`config.mk`:
```
export PLATFORM = sky130hd
export DESIGN_NAME = n1_err_sweep
export DESIGN_NICKNAME = d
export VERILOG_FILES = /design/src/rtl/n1_err_sweep_pkg.sv /design/src/rtl/n1_err_sweep_accum.sv /design/src/rtl/n1_err_sweep.sv
export SDC_FILE = /design/constraint.sdc
export NUM_CORES = 1
export LEC_CHECK = 0
export CAP_MARGIN = 25
export CORE_UTILIZATION = 57
export CTS_CLUSTER_SIZE = 28
export DETAILED_ROUTE_END_ITERATION = 8
export PLACE_DENSITY = 0.86
export SYNTH_ARGS = -nofsm -noshare
export SYNTH_HDL_FRONTEND = slang
export SYNTH_SLANG_ARGS = --single-unit
```
`constraint.sdc`:
```
create_clock -name clk -period 8.9 [get_ports clk]
set_clock_uncertainty 0.1 [all_clocks]
set_input_delay 1.78 -clock clk [delete_from_list [all_inputs] [get_ports clk]]
set_output_delay 1.78 -clock clk [all_outputs]
set_load 0.01 [all_outputs]
```
`src/rtl/n1_err_sweep_pkg.sv`:
```
// Shared definitions for the N1 error-sweep engine: FSM state encoding,
// default parameter values and a counter-width helper.
package n1_err_sweep_pkg;

  // Sweep controller states.
  typedef enum logic [1:0] {
    S_IDLE = 2'd0,
    S_RUN  = 2'd1,
    S_DONE = 2'd2
  } state_e;

  // Default geometry: 4-bit operands, one settle cycle, 16-bit error sum.
  localparam int N1_W_DEF      = 4;
  localparam int N1_SETTLE_DEF = 1;
  localparam int N1_ED_W_DEF   = 16;

  // Width of a counter that must hold 0..n-1 (at least one bit).
  function automatic int cnt_width(input int n);
    return (n <= 1) ? 1 : $clog2(n);
  endfunction

endpackage

```
`src/rtl/n1_err_sweep_accum.sv`:
```
// Error-statistics datapath for the N1 sweep engine. Compares the sampled
// multiplier product against the exact product and accumulates error count,
// saturating summed error distance and maximum error distance.
// Optional signed bias accumulator is built only when N1_ERR_BIAS_EN is
// defined; otherwise sum_err is tied to zero.
module n1_err_sweep_accum #(
  parameter int W    = 4,
  parameter int ED_W = 16
) (
  input  logic              clk,
  input  logic              rst,
  input  logic              clr,
  input  logic              sample_en,
  input  logic [2*W-1:0]    y,
  input  logic [2*W-1:0]    exact,
  output logic [2*W:0]      err_cnt,
  output logic [ED_W-1:0]   sum_ed,
  output logic [2*W-1:0]    max_ed,
  output logic [ED_W:0]     sum_err
);

  localparam int PW = 2 * W;
  // Wide enough that sum_ed + ed never overflows before the saturation test.
  localparam int SW = ((ED_W > PW) ? ED_W : PW) + 1;
  localparam int EW = ED_W + 1;
  localparam logic [SW-1:0] ED_MAX = {{(SW-ED_W){1'b0}}, {ED_W{1'b1}}};

  logic signed [PW:0] diff;
  logic [PW-1:0]      ed;
  logic [SW-1:0]      sum_wide;

  logic [PW:0]        err_cnt_q, err_cnt_d;
  logic [ED_W-1:0]    sum_ed_q,  sum_ed_d;
  logic [PW-1:0]      max_ed_q,  max_ed_d;

  // Signed error y - exact and its magnitude.
  always_comb begin
    diff     = $signed({1'b0, y}) - $signed({1'b0, exact});
    ed       = diff[PW] ? PW'(-diff) : PW'(diff);
    sum_wide = SW'(sum_ed_q) + SW'(ed);
  end

  // Next-state for the statistics: clear on start, update on each sample.
  always_comb begin
    // NOTE: every variable gets a default first so no path leaves it unassigned and infers a latch.
    err_cnt_d = err_cnt_q;
    sum_ed_d  = sum_ed_q;
    max_ed_d  = max_ed_q;
    if (clr) begin
      err_cnt_d = '0;
      sum_ed_d  = '0;
      max_ed_d  = '0;
    end else if (sample_en) begin
      err_cnt_d = err_cnt_q + {{PW{1'b0}}, (ed != '0)};
      sum_ed_d  = (sum_wide > ED_MAX) ? {ED_W{1'b1}} : sum_wide[ED_W-1:0];
      max_ed_d  = (ed > max_ed_q) ? ed : max_ed_q;
    end
  end

  // Statistic registers.
  always_ff @(posedge clk or posedge rst) begin
    if (rst) begin
      err_cnt_q <= '0;
      sum_ed_q  <= '0;
      max_ed_q  <= '0;
    end else begin
      err_cnt_q <= err_cnt_d;
      sum_ed_q  <= sum_ed_d;
      max_ed_q  <= max_ed_d;
    end
  end

  assign err_cnt = err_cnt_q;
  assign sum_ed  = sum_ed_q;
  assign max_ed  = max_ed_q;

`ifdef N1_ERR_BIAS_EN
  logic [ED_W:0] sum_err_q, sum_err_d;

  // Wrapping signed bias sum; the sized cast sign-extends diff.
  always_comb begin
    sum_err_d = sum_err_q;
    if (clr) begin
      sum_err_d = '0;
    end else if (sample_en) begin
      sum_err_d = sum_err_q + EW'(diff);
    end
  end

  // Bias register.
  always_ff @(posedge clk or posedge rst) begin
    if (rst) begin
      sum_err_q <= '0;
    end else begin
      sum_err_q <= sum_err_d;
    end
  end

  assign sum_err = sum_err_q;
`else
  assign sum_err = '0;
`endif

endmodule

```
`src/rtl/n1_err_sweep.sv`:
```
// N1 error-sweep engine: walks every (a,b) operand pair through an external
// approximate multiplier, holding each pair SETTLE cycles, and accumulates
// error statistics of its product y against the exact a*b.
// Optional feature macro: N1_ERR_BIAS_EN (enables the signed bias sum on sum_err).
module n1_err_sweep
  import n1_err_sweep_pkg::*;
#(
  parameter int W      = N1_W_DEF,
  parameter int SETTLE = N1_SETTLE_DEF,
  parameter int ED_W   = N1_ED_W_DEF
) (
  input  logic              clk,
  input  logic              rst,
  input  logic              start,
  output logic [W-1:0]      a,
  output logic [W-1:0]      b,
  input  logic [2*W-1:0]    y,
  output logic              busy,
  output logic              done,
  output logic [2*W:0]      err_cnt,
  output logic [ED_W-1:0]   sum_ed,
  output logic [2*W-1:0]    max_ed,
  output logic [ED_W:0]     sum_err
);

  localparam int IDX_W = 2 * W;
  localparam int SC_W  = cnt_width(SETTLE);

  state_e            state_q;
  logic [IDX_W-1:0]  idx_q;        // {a,b}: a is the outer index, b the inner
  logic [SC_W-1:0]   settle_cnt_q;
  logic              busy_q;
  logic              done_q;

  logic              start_acc;
  logic              sample_en;
  logic [IDX_W-1:0]  exact;

  // start is only honoured outside a sweep; y is sampled on the last settle cycle.
  assign start_acc = start && (state_q != S_RUN);
  assign sample_en = (state_q == S_RUN) && (settle_cnt_q == SC_W'(SETTLE - 1));

  assign a     = idx_q[IDX_W-1:W];
  assign b     = idx_q[W-1:0];
  assign exact = {{W{1'b0}}, a} * {{W{1'b0}}, b};
  assign busy  = busy_q;
  assign done  = done_q;

  // Sweep FSM with operand counter, settle counter and registered status outputs.
  always_ff @(posedge clk or posedge rst) begin
    // NOTE: sequential state uses non-blocking assignments so every flop samples pre-edge values.
    if (rst) begin
      state_q      <= S_IDLE;
      idx_q        <= '0;
      settle_cnt_q <= '0;
      busy_q       <= 1'b0;
      done_q       <= 1'b0;
    end else begin
      case (state_q)
        S_IDLE, S_DONE: begin
          done_q <= 1'b0;
          if (start) begin
            state_q      <= S_RUN;
            idx_q        <= '0;
            settle_cnt_q <= '0;
            busy_q       <= 1'b1;
          end
        end
        S_RUN: begin
          if (sample_en) begin
            idx_q        <= idx_q + 1'b1;
            settle_cnt_q <= '0;
            if (&idx_q) begin
              state_q <= S_DONE;
              busy_q  <= 1'b0;
              done_q  <= 1'b1;
            end
          end else begin
            settle_cnt_q <= settle_cnt_q + 1'b1;
          end
        end
        default: begin
          state_q <= S_IDLE;
          busy_q  <= 1'b0;
          done_q  <= 1'b0;
        end
      endcase
    end
  end

  n1_err_sweep_accum #(
    .W    (W),
    .ED_W (ED_W)
  ) u_accum (
    .clk       (clk),
    .rst       (rst),
    .clr       (start_acc),
    .sample_en (sample_en),
    .y         (y),
    .exact     (exact),
    .err_cnt   (err_cnt),
    .sum_ed    (sum_ed),
    .max_ed    (max_ed),
    .sum_err   (sum_err)
  );

endmodule
```
==> results.json <==
{
  "ys_seq_area_share_pct": 30.4,
  "grt_pass1_wl_um": 14200,
  "yosysWarnings": 0,
  "yosys.area_share.xor_xnor_pct": 6.24,
  "mostFrequentLayoutCells": "clkdlybuf4s50_1, dfrtp_1, ha_1, inv_1",
  "cp-end-kind": "flip-flop",
  "fin_crit_ps": 6970,
  "cts_max_level": 2,
  "worst-setup-path-type": "input pin to flip-flop",
  "hold_end": "busy",
  "synthArstFlopShare_pct": 100,
  "cp.buffers_inverters": 2,
  "synth_top_family_by_area": "simple AND/OR/NAND/NOR gates",
  "postCtsSetupBuffers": 0,
  "hold_ws_ps": 403,
  "synth-adder-area-share_pct": 18.2,
  "gr-usage-all-layers_pct": 24.9,
  "cp_max_fo": 9,
  "die_w_um": 83.5,
  "reg2regPathDepth": 20,
  "drt-total-wl_um": 8190,
  "peakVddDrop_mv": 0.331,
  "antenna_found_initial": 0,
  "ys_ff_latch": 46,
  "status": "complete, no violations",
  "reg2reg_from": "idx_q[5]",
  "cp-start-kind": "input pin",
  "vias_per_cell": 5.68,
  "postRouteAntennaNets": 0,
  "first_iter_violations": 228,
  "setup_viol": 0,
  "power_leakage_nw": 2.09,
  "fmax_mhz": 143,
  "cts_buffer_depth": 2,
  "synth_edf_count": 0,
  "synth_ff_type": "dfrtp_1",
  "path_common_cell": "fa_1",
  "worstHoldPathType": "flip-flop to flip-flop",
  "area_growth_pct": 16.9,
  "port-buffer-count": 53,
  "syn-cell-area_mm2": 0.00379,
  "synth_mux_area_share_pct": 2.84,
  "syn_inst": 431,
  "rsz0062_at_grt": "no",
  "worstHoldStart": "busy",
  "slowest_stage": "fa_1",
  "r2r-end": "u_accum.sum_ed[11]",
  "worstSkewPairLatency_ps": 300,
  "grt_overflow": 0,
  "power.density_mw_per_mm2": 443,
  "tightest_slew_ps": 779,
  "ys_types": 53,
  "die_area_mm2": 0.00698,
  "io_pins": 71,
  "path_delay_family": "compound AO/OA/AOI/OAI gates",
  "cts_sinks": 46,
  "place_hpwl_um": 6350,
  "antenna_cells": 0,
  "start_util_pct": 59.3,
  "num_vias": 3172,
  "drcViolationCount": 0,
  "cts_made_buffers": 5,
  "cpPeakStageDelay_ps": 510,
  "synth_compound_area_share_pct": 14.9,
  "drive_above_1_share_pct": 4.57,
  "drt-wirelength-per-cell_um": 14.7,
  "postCtsHoldBufs": 0,
  "gp_congestion": 0.876,
  "cap_viol_max_count": 0,
  "slew_violations": 0,
  "rows": 29,
  "worst-r2r-setup-slack_ps": 2780,
  "grt_max_degree": 47,
  "slew_headroom_pct": 48.1,
  "cts_tree": "done",
  "synthSimpleGateAreaFrac_pct": 19.2,
  "path_cells": "clkdlybuf4s50_1, or2_2, fa_1, inv_1, fa_1, nand2b_1, a21oi_1, o21ai_1, a211oi_4, o21ai_0, fa_1, a21o_1, a21oi_1, o21bai_1, a41oi_1, or2_1, and4_1, a211oi_1",
  "cp.arrival_ps": 7020,
  "grt_pass1_vias": 3093,
  "avgSynthCellArea_um2": 8.79,
  "clkTransAtPathRegs_ps": 80,
  "tns_ps": 0,
  "drtPass1Iterations": 7,
  "hold_violations": 0,
  "core_area_mm2": 0.00639,
  "root_buffer": "clkbuf_8",
  "required_ps": 8950,
  "post-route-period-util_pct": 78.4,
  "synth.top_cells.by_area": "dfrtp_1, ha_1, fa_1, xnor2_1, inv_1",
  "postCtsResizedCells": 0,
  "final_common_cell": "clkdlybuf4s50_1",
  "nets": 541,
  "min_path_cells": 2,
  "yosysTopAreaCellShare_pct": 30.4,
  "netlist.top_cell.by_area": "dfrtp_1",
  "die_h_um": 83.5
}
tightest hold or removal path, cell delays in order (launching register included):
cell	delay [ps]
dfrtp_1	360
nand2_1	50
nand2_1	60
metrics by stage:
step                      area [um^2]  worst slack (ps)  util, %  power (mW)  cells
after floorplan                  3850              2700        -        1.40    447
after CTS                        4430              1940     69.4        1.96    558
after global placement           4320              1900     67.6        1.72    551
after global routing             4430              1510     69.4        2.17    558
after detailed placement         4320              1630     67.6        1.79    551
final                            4430              1930     69.4        1.96    558
Yosys cell counts (9+ instances only):
library cell / instances
xnor2_1: 16
fa_1: 10
xor2_1: 11
o21ai_0: 16
inv_1: 37
ha_1: 39
nand4_1: 9
a31oi_1: 9
nand3_1: 15
and2_1: 14
buf_4: 17
nand2b_1: 9
dfrtp_1: 46
nand2_1: 35
a21oi_1: 25
nor2_1: 35
cell type report:
type                    count  area [um^2]
multi-input cells         336         2390
clock inverters             1         30.0
fillers                   498         1950
flip-flops and latches     46         1150
clock buffers               6         82.6
repair buffers             55          546
inverters                  37          139
well taps                  77         96.3
where the power goes:
part	switching, mW	total, mW	internal [mW]	leakage (nW)
Combinational	0.747	1.42	0.669	1.46
Sequential	0.0918	0.390	0.299	0.575
Clock	0.0679	0.158	0.0898	0.0573
logic make-up (layout without fill, tap and decap cells):
family,after synthesis,after routing
AND/OR/NAND/NOR,146,146
AO/OA/AOI/OAI,87,87
other,1,17
multiplexers,10,10
XOR/XNOR,27,27
flip-flops,46,46
buffers and inverters,65,99
adder cells (fa/ha/maj),49,49
how the worst max path moves through the flow:
stage | start | to | depth (start not counted)
floorplan | y[2] | u_accum.sum_ed[11] | 18
CTS | y[2] | u_accum.sum_ed[11] | 18
finish | y[2] | u_accum.sum_ed[11] | 18
global route | y[2] | u_accum.sum_ed[10] | 18
detailed placement | y[2] | u_accum.sum_ed[11] | 18
global placement | y[2] | u_accum.sum_ed[11] | 18
per-layer routing:
metal  up-vias  global-route usage, %  part of all wire, %
li1       1546                      -                    -
met2        98                   41.1                   48
met1      1515                   33.0                   45
met5         -                      0                    0
met4         0                   8.47                  1.6
met3        13                   4.95                  5.2
state kept, by name, summed over array words and instances (netlist names):
| register | count |
|---|---|
| u_accum.sum_ed | 16 |
| u_accum.err_cnt | 9 |
| idx_q | 8 |
| u_accum.max_ed | 8 |
| state_q | 2 |
| busy | 1 |
| done | 1 |
| settle_cnt_q | 1 |
No activity file was read; power rests on OpenSTA's default activity.
